### src/rtl/rng_range_sampler_if.sv
// rng_range_sampler_if
//   Request/result handshake between a consumer and rng_range_sampler.
//   Signals:
//     req       consumer -> sampler  request a new value
//     range_max consumer -> sampler  exclusive upper bound (0 = full range)
//     ack       consumer -> sampler  consumer takes value
//     busy      sampler -> consumer  request in flight
//     valid     sampler -> consumer  value holds a result until ack
//     value     sampler -> consumer  result
//     fallback  sampler -> consumer  result came from the retry-exhausted path
interface rng_range_sampler_if #(
    parameter int unsigned WIDTH = 10
);
    logic             req;
    logic [WIDTH-1:0] range_max;
    logic             ack;
    logic             busy;
    logic             valid;
    logic [WIDTH-1:0] value;
    logic             fallback;

    modport master (
        output req, range_max, ack,
        input  busy, valid, value, fallback
    );

    modport slave (
        input  req, range_max, ack,
        output busy, valid, value, fallback
    );
endinterface

### src/rtl/rng_range_sampler.sv
// rng_range_sampler
//   Collects WIDTH consecutive LFSR bits into a word and rejection-samples it
//   into [0, range_max). After MAX_TRIES rejected words the result falls back to
//   range_max-1, bounding latency at MAX_TRIES*(WIDTH+1) edges.
//   Ports:
//     clk        system clock
//     rst        asynchronous active-high reset
//     rand_bit_i one fresh LFSR bit per clock
//     bus        slave side of the request/result handshake
module rng_range_sampler #(
    parameter int unsigned WIDTH     = 10,
    parameter int unsigned MAX_TRIES = 8
) (
    input  logic                 clk,
    input  logic                 rst,
    input  logic                 rand_bit_i,
    rng_range_sampler_if.slave   bus
);

    localparam int unsigned CW = (WIDTH > 1) ? $clog2(WIDTH) : 1;
    localparam int unsigned TW = (MAX_TRIES > 1) ? $clog2(MAX_TRIES) : 1;
    localparam logic [CW-1:0] CNT_LAST = CW'(WIDTH - 1);
    localparam logic [TW-1:0] TRY_LAST = TW'(MAX_TRIES - 1);

    typedef enum logic [1:0] {
        IDLE,
        COLLECT,
        CHECK,
        HOLD
    } state_t;

    state_t           state_q;
    logic [WIDTH-1:0] sh_q;
    logic [WIDTH-1:0] sh_d;
    logic [WIDTH-1:0] bound_q;
    logic [CW-1:0]    cnt_q;
    logic [TW-1:0]    tries_q;
    logic [WIDTH-1:0] value_q;
    logic             valid_q;
    logic             fallback_q;
    logic             busy_q;
    logic             in_range;

    always_comb begin
        sh_d     = {sh_q[WIDTH-2:0], rand_bit_i};
        // A zero bound means the full 2^WIDTH range, so every word is accepted.
        in_range = (bound_q == '0) || (sh_q < bound_q);
    end

    always_ff @(posedge clk or posedge rst) begin
        if (rst) begin
            state_q    <= IDLE;
            sh_q       <= '0;
            bound_q    <= '0;
            cnt_q      <= '0;
            tries_q    <= '0;
            value_q    <= '0;
            valid_q    <= 1'b0;
            fallback_q <= 1'b0;
            busy_q     <= 1'b0;
        end else begin
            case (state_q)
                IDLE: begin
                    if (bus.req) begin
                        bound_q <= bus.range_max;
                        tries_q <= '0;
                        cnt_q   <= '0;
                        busy_q  <= 1'b1;
                        state_q <= COLLECT;
                    end
                end
                COLLECT: begin
                    sh_q  <= sh_d;
                    cnt_q <= cnt_q + CW'(1);
                    if (cnt_q == CNT_LAST) begin
                        state_q <= CHECK;
                    end
                end
                CHECK: begin
                    if (in_range) begin
                        value_q    <= sh_q;
                        valid_q    <= 1'b1;
                        fallback_q <= 1'b0;
                        state_q    <= HOLD;
                    end else if (tries_q == TRY_LAST) begin
                        value_q    <= bound_q - WIDTH'(1);
                        valid_q    <= 1'b1;
                        fallback_q <= 1'b1;
                        state_q    <= HOLD;
                    end else begin
                        // Retry with a completely fresh word; the rejected bits are discarded.
                        tries_q <= tries_q + TW'(1);
                        cnt_q   <= '0;
                        state_q <= COLLECT;
                    end
                end
                HOLD: begin
                    if (bus.ack) begin
                        valid_q <= 1'b0;
                        busy_q  <= 1'b0;
                        state_q <= IDLE;
                    end
                end
                default: begin
                    state_q <= IDLE;
                end
            endcase
        end
    end

    assign bus.busy     = busy_q;
    assign bus.valid    = valid_q;
    assign bus.value    = value_q;
    assign bus.fallback = fallback_q;

endmodule

### src/flat_wrapper.sv
// flat-port wrapper written by rule: the top's interface ports become plain ports
module rng_range_sampler_flat 
#(
    parameter int unsigned WIDTH     = 10,
    parameter int unsigned MAX_TRIES = 8
)
  (clk, rst, rand_bit_i, bus_req, bus_range_max, bus_ack, bus_busy, bus_valid, bus_value, bus_fallback);
  rng_range_sampler_if #(.WIDTH(WIDTH)) bus_i ();
  input  logic clk;
  input  logic rst;
  input  logic rand_bit_i;
  input wire logic [$bits(bus_i.req)-1:0] bus_req;
  input wire logic [$bits(bus_i.range_max)-1:0] bus_range_max;
  input wire logic [$bits(bus_i.ack)-1:0] bus_ack;
  output wire logic [$bits(bus_i.busy)-1:0] bus_busy;
  output wire logic [$bits(bus_i.valid)-1:0] bus_valid;
  output wire logic [$bits(bus_i.value)-1:0] bus_value;
  output wire logic [$bits(bus_i.fallback)-1:0] bus_fallback;
  assign bus_i.req = bus_req;
  assign bus_i.range_max = bus_range_max;
  assign bus_i.ack = bus_ack;
  assign bus_busy = bus_i.busy;
  assign bus_valid = bus_i.valid;
  assign bus_value = bus_i.value;
  assign bus_fallback = bus_i.fallback;
  rng_range_sampler #(.WIDTH(WIDTH), .MAX_TRIES(MAX_TRIES)) u_core (.clk(clk), .rst(rst), .rand_bit_i(rand_bit_i), .bus(bus_i));
endmodule
### config.mk
export PLATFORM = sky130hd
export DESIGN_NAME = rng_range_sampler_flat
export DESIGN_NICKNAME = d
export VERILOG_FILES = /design/src/rtl/rng_range_sampler_if.sv /design/src/rtl/rng_range_sampler.sv /design/src/flat_wrapper.sv
export SDC_FILE = /design/constraint.sdc
export NUM_CORES = 1
export LEC_CHECK = 0
export CAP_MARGIN = 20
export CORE_MARGIN = 5
export CORE_UTILIZATION = 45
export DETAILED_ROUTE_END_ITERATION = 7
export GPL_TIMING_DRIVEN = 1
export HOLD_SLACK_MARGIN = 0.05
export PLACE_DENSITY = 0.68
export SLEW_MARGIN = 15
export SYNTH_ARGS = -nofsm -noshare
export SYNTH_HDL_FRONTEND = slang
export SYNTH_SLANG_ARGS = --single-unit
### constraint.sdc
create_clock -name clk -period 4 [get_ports clk]
set_input_delay 0.4 -clock clk [delete_from_list [all_inputs] [get_ports clk]]
set_output_delay 0.4 -clock clk [all_outputs]
set_load 0.02 [all_outputs]
==> flow_summary_export.csv, run 1 <==
group,metric,value,unit
timing,final-setup-viol-count,0,
floorplanning,io-pin-count,28,
floorplanning,core_area,5110,sq um
routing,viasPerCell,5.22,
synth,yosys.area.top_type,"dfrtp_1",
clock_network,cts_buffer_depth,2,
final_layout,fin_area,2780,sq um
synth,synth_area_leaders,"dfrtp_1 (44%), ha_1 (7.9%), mux2_2 (5.7%)",
timing,maxSlewViolCount,0,
clock_network,clock_latency,300,ps
global_routing,grt_pass1_vias,1534,
timing,period_share,67.3,%
setup_path,r2r-end,"u_core.tries_q[1]",
timing,max_slew_margin,44.8,%
power_and_ir_drop,ir_drop,0.000282,V
timing,rsz0062_at_grt,"no",
synth,synthArstFlopShare,100,%
final_layout,syn_to_final_growth,17.6,%
floorplanning,die_h,82.5,microns
synth,synth_edf_count,0,
setup_path,critPathRequiredTime,4180,ps
global_routing,overflow,0,
setup_path,cp-start-kind,"flop",
setup_path,crit_type,"reg -> reg",
clock_network,postCtsHoldBufs,0,
hold_path,min-delay-start,"u_core.tries_q[0]",
routing,firstDrtPassIters,4,
clock_network,root_buffer,"clkbuf_8",
hold_path,hold_class,"reg -> reg",
synth,syn_nets,259,
power_and_ir_drop,power_density,824,nW/um^2
floorplanning,placementRows,26,
timing,tightest_slew,826,ps
global_routing,antenna_found_initial,0,
timing,setup_tns,0,ps
place,gp_congestion,0.874,
setup_path,r2r_slack,1310,ps
final_layout,antenna-diode-count,0,
clock_network,cts.clk_slew.worst_paths,80,ps
place,io_buffer_count,27,
clock_network,cts_resized,0,
final_layout,drive_above_1_share,15.2,%
synth,avgSynthCellArea,10.3,sq um
synth,seq_area_frac_synth,44.4,%
synth,yosysUniqueCellTypes,41,
place,hpwl,3.34,mm
setup_path,cp-end-kind,"flop",
clock_network,cts_buffers,5,
setup_path,timing.critical_path.arrival,2870,ps
setup_path,cpLargestDelayFamily,"simple AND/OR/NAND/NOR gates",
timing,final.min_clock_period,2690,ps
routing,drtIter0Drc,89,
clock_network,cts_setup_buffers,0,
timing,hold_violations,0,
place,placed_area,2690,sq um
hold_path,holdPathEnd,"u_core.tries_q[0]",
synth,synth_cells,229,
clock_network,cts_tree,"done",
clock_network,cts.sinks,42,
floorplanning,die-area,6800,sq um
final_layout,finalNetCount,286,
global_routing,grt_pass1_wl,7.53,mm
synth,synth_top_area_share,44.4,%
setup_path,critical-path-max-stage-delay,460,ps
final_layout,fillers,476,
timing,finalClockSkew,9.22,ps
run_status,outcome,"finished, final reports clean",
job,cap_violations,0,
routing,remaining_drc_errors,0,
clock_network,h-tree-depth,2,
synth,ys.flop_type,"dfrtp_1",
synth,synth_area,2360,sq um
routing,routed_wl,4.55,mm
hold_path,hold-path-cell-count,1,
setup_path,path_buf_inv,2,
floorplanning,initial_core_util,46.3,%
final_layout,final_cell_mix,"dfrtp_1 (42), clkdlybuf4s50_1 (27), nand2_1 (24)",
floorplanning,die_w,82.5,microns
routing,wl_per_cell,13.9,microns
setup_path,r2r_cells,9,
setup_path,crit_chain,"inv_1 > ha_1 > or4b_1 > nor3_2 > nor2_1 > a21oi_2 > buf_4 > nor3b_1 > mux2_2",
timing,fmax,372,MHz
power_and_ir_drop,power.leakage,1.19,nW
synth,synth_warnings,0,
setup_path,r2r_start,"u_core.bound_q[0]",
synth,ys_ff_latch,42,
setup_path,slowest_stage,"a21oi_2",
setup_path,cp_max_fo,13,
global_routing,grt_use_total,14.7,%
global_routing,grt_max_degree,43,
routing,vias,1706,
final_layout,final_common_cell,"dfrtp_1",
routing,antenna_left,0,
[flip-flops by register name (all words and copies together), names as in the netlist]
| signal | flops |
|---|---|
| u_core.bus.fallback | 1 |
| u_core.bus.value | 10 |
| u_core.state_q | 2 |
| u_core.bus.busy | 1 |
| u_core.bus.valid | 1 |
| u_core.sh_q | 10 |
| u_core.cnt_q | 4 |
| u_core.tries_q | 3 |
| u_core.bound_q | 10 |
[per-stage QoR]
step	power (mW)	cells	setup WS [ps]	hold slack (ps)	util (%)
detailed placement	2.01	319	1340	494	52.6
global placement	1.98	319	1380	489	52.6
finish	2.29	327	1310	498	54.4
floorplan	1.70	229	1940	456	-
CTS	2.30	327	1320	504	54.4
global route	2.47	327	1130	519	54.4
[how the worst max path moves through the flow]
| stage | start | end | slack [ps] | depth (start not counted) |
|---|---|---|---|---|
| 6_report | u_core.bound_q[0] | u_core.tries_q[1] | 1310 | 9 |
| 2_1_floorplan | u_core.bound_q[0] | u_core.bus.value[2] | 1940 | 10 |
| 4_1_cts | u_core.bound_q[0] | u_core.tries_q[2] | 1320 | 9 |
| 5_1_grt | u_core.bound_q[0] | u_core.tries_q[2] | 1130 | 9 |
| 3_5_place_dp | u_core.bound_q[0] | u_core.tries_q[2] | 1340 | 9 |
| 3_3_place_gp | u_core.bound_q[0] | u_core.tries_q[1] | 1380 | 9 |
[per-layer routing]
metal | vias to the layer above | share of wire (%) | global-route usage (%) | wire (microns)
met1 | 790 | 52 | 22.0 | 2380
li1 | 869 | - | - | -
met4 | 0 | 1.2 | 5.88 | 56
met5 | - | 0 | 0 | 0
met2 | 41 | 42 | 20.4 | 1920
met3 | 6 | 4.4 | 3.36 | 198
[layout make-up]
cell class / instances / area [sq um] / share of cell area, %
Inverter: 18 / 67.6 / 2.43
Multi-Input combinational cell: 158 / 1180 / 42.5
Clock inverter: 1 / 5.00 / 0.180
Timing Repair Buffer: 31 / 300 / 10.8
Sequential cell: 42 / 1050 / 37.8
Clock buffer: 7 / 86.3 / 3.11
Tap cell: 70 / 87.6 / 3.15
[where the power goes]
part           switching [mW]  internal, mW  total [mW]
logic                   0.614         0.571        1.18
clock network           0.141         0.139       0.280
registers               0.206         0.618       0.825
[cells by family after synthesis]
family	synth area share [%]
adders and majority gates	7.94
muxes	8.25
DFF	44.4
buffers and inverters	5.77
xor gates and xnor gates	1.85
AOI/OAI and AO/OA	16.8
and+or+nand+nor	14.9
[synthesized netlist by cell type, types with 2 or more instances]
cell type / n
dfrtp_1: 42
nand2_1: 24
o21ai_0: 19
inv_1: 18
ha_1: 15
nand3_1: 15
mux2_2: 12
a21oi_1: 9
clkbuf_1: 8
mux2i_1: 6
nor2_1: 6
a2bb2oi_2: 5
o221ai_2: 5
nor3_1: 4
xnor2_1: 4
nand2b_1: 3
nand4_1: 3
nor2b_1: 3
o22ai_1: 3
or3_1: 3
nor3b_1: 2
Power figures use the tool's default switching activity.
==> run 2: changes to the inputs <==
- PLACE_DENSITY: 0.68 -> 0.71
- clock period: 4 -> 2.2 ns (I/O delays scaled with it)
==> flow_summary_export.csv, run 2 (synthesized netlist as in run 1, its figures left out) <==
group,metric,value,unit
run_status,outcome,"finished, final reports clean",
routing,remaining_drc_errors,0,
power_and_ir_drop,swShare,41.2,%
power_and_ir_drop,power.leakage,1.27,nW
routing,antenna_left,0,
power_and_ir_drop,clock_power_share,11.2,%
power_and_ir_drop,power_density,1550,nW/um^2
global_routing,grt_pass1_vias,1654,
floorplanning,io-pin-count,28,
global_routing,grt_max_degree,43,
timing,hold_violations,0,
clock_network,h-tree-depth,2,
routing,routed_wl,4.97,mm
place,hpwl,3.44,mm
clock_network,postCtsHoldBufs,0,
clock_network,cts.clk_slew.worst_paths,80,ps
setup_path,cp-end-kind,"flop",
setup_path,r2r_start,"u_core.bound_q[1]",
clock_network,cts.sinks,42,
place,gp_congestion,0.873,
job,cap_violations,0,
final_layout,final_common_cell,"dfrtp_1",
routing,vias,1789,
routing,wl_per_cell,14.5,microns
setup_path,timing.critical_path.arrival,2380,ps
global_routing,overflow,0,
floorplanning,die_h,82.5,microns
setup_path,r2r-end,"u_core.bus.value[6]",
floorplanning,placementRows,26,
timing,maxSlewViolCount,0,
timing,fmax,456,MHz
setup_path,crit_path_end,"u_core.bus.value[6]",
setup_path,r2r_cells,9,
final_layout,fin_cells,344,
timing,tightest_slew,532,ps
timing,final.min_clock_period,2190,ps
clock_network,cts_buffer_depth,2,
place,io_buffer_count,27,
power_and_ir_drop,power.switching,1.89,mW
power_and_ir_drop,ir_drop,0.000729,V
global_routing,antenna_found_initial,0,
floorplanning,core_area,5110,sq um
place,dp.cells,334,
setup_path,critical_path.startpoint,"u_core.bound_q[1]",
final_layout,antenna-diode-count,0,
setup_path,critPathRequiredTime,2380,ps
routing,drtIter0Drc,129,
final_layout,ff_latch_area,1050,sq um
setup_path,r2r_slack,7,ps
clock_network,clock_latency,290,ps
power_and_ir_drop,p_comb_share,57.2,%
clock_network,root_buffer,"clkbuf_8",
timing,max_slew_margin,64.6,%
global_routing,grt_use_total,15.6,%
final_layout,final_cell_mix,"dfrtp_1 (42), clkdlybuf4s50_1 (27), nand2_1 (24)",
setup_path,cp-start-kind,"flop",
final_layout,finalNetCount,303,
routing,firstDrtPassIters,4,
final_layout,syn_to_final_growth,24.9,%
final_layout,multiInputGateArea,1220,sq um
timing,period_share,99.7,%
timing,whs,366,ps
floorplanning,die_w,82.5,microns
setup_path,cp_max_fo,21,
timing,final-setup-viol-count,0,
floorplanning,die-area,6800,sq um
hold_path,hold_class,"in -> async",
clock_network,cts_tree,"done",
timing,finalClockSkew,8.33,ps
setup_path,crit_type,"reg -> reg",
final_layout,drive_above_1_share,23.0,%
global_routing,grt_pass1_wl,8.13,mm
clock_network,cts_buffers,5,
final_layout,fillers,450,
routing,viasPerCell,5.20,
power_and_ir_drop,power_frac_seq,31.6,%
power_and_ir_drop,p_int,2.69,mW
timing,rsz0062_at_grt,"yes",
floorplanning,initial_core_util,46.3,%
## run 2: cell types whose count changed in the layout (fill, tap and decap cells not counted), moves of 2 or more
cell	delta
inv_1	-2
mux2i_1	-3
mux2i_2	+3
buf_4	+15
inv_2	+2
## run 2: metrics by stage
| stage | power (mW) | area (sq um) | setup WS [ps] | TNS (ps) | utilization (%) |
|---|---|---|---|---|---|
| 3_3_place_gp | 3.86 | 2810 | 21.5 | 0 | 55.1 |
| 6_report | 4.58 | 2950 | 6.56 | 0 | 57.8 |
| 4_1_cts | 4.46 | 2910 | 1.31 | 0 | 57.1 |
| 5_1_grt | 4.93 | 2950 | -80.2 | -654 | 57.8 |
| 2_1_floorplan | 3.10 | 2360 | 139 | 0 | - |
| 3_5_place_dp | 3.91 | 2810 | 28.1 | 0 | 55.1 |
## run 2: layer usage
layer,global-route usage (%),wire length [microns],part of all wire [%]
met5,0,0,0
met4,6.37,89,1.8
met3,1.95,189,3.8
met2,22.8,2200,44
met1,23.3,2490,50
## run 2: repair_timing
item,in CTS,in global routing
hold endpoints to repair,0,0
cloned,1,0
pin swaps,1,0
endpoints found under the setup margin,5,15
resized for setup,0,10
buffers inserted,0,1
## run 2: worst min-delay path by stage
stage | slack (ps) | depth (start not counted) | to
2_1_floorplan | 340 | 2 | u_core.bound_q[0]
3_3_place_gp | 480 | 1 | u_core.tries_q[0]
3_5_place_dp | 490 | 1 | u_core.tries_q[0]
4_1_cts | 390 | 3 | u_core.bound_q[5]
5_1_grt | 420 | 3 | u_core.bus.value[7]
6_report | 370 | 3 | u_core.bus.value[7]
## run 2: power groups by stage
stage	clock network, mW	registers, mW	logic (mW)
floorplan	0	1.50	1.59
global placement	0	1.42	2.44
detailed placement	0	1.44	2.47
CTS	0.526	1.43	2.50
global route	0.555	1.49	2.88
finish	0.513	1.45	2.62
## run 2: critical path: stages (launching register included)
cell,delay [ps]
dfrtp_1,410
inv_2,90
ha_1,150
or4b_4,470
nor3_4,130
nor2_1,70
a21oi_2,200
buf_12,200
mux2i_2,260
a2bb2oi_2,80
## run 2: final cells by class
class                      count  share of cell area, %
clock inverter                 1                  0.169
tap                           70                   2.97
sequential                    42                   35.6
timing repair buffer          47                   14.7
inverter                      18                   2.29
clock buffer                   7                   2.92
multi-input combinational    159                   41.4
==> run 3: changes to the inputs <==
- GPL_ROUTABILITY_DRIVEN: unset -> 0
==> results of run 3 <==
No change in the layout: final DEF, timing and power equal those of run 2.
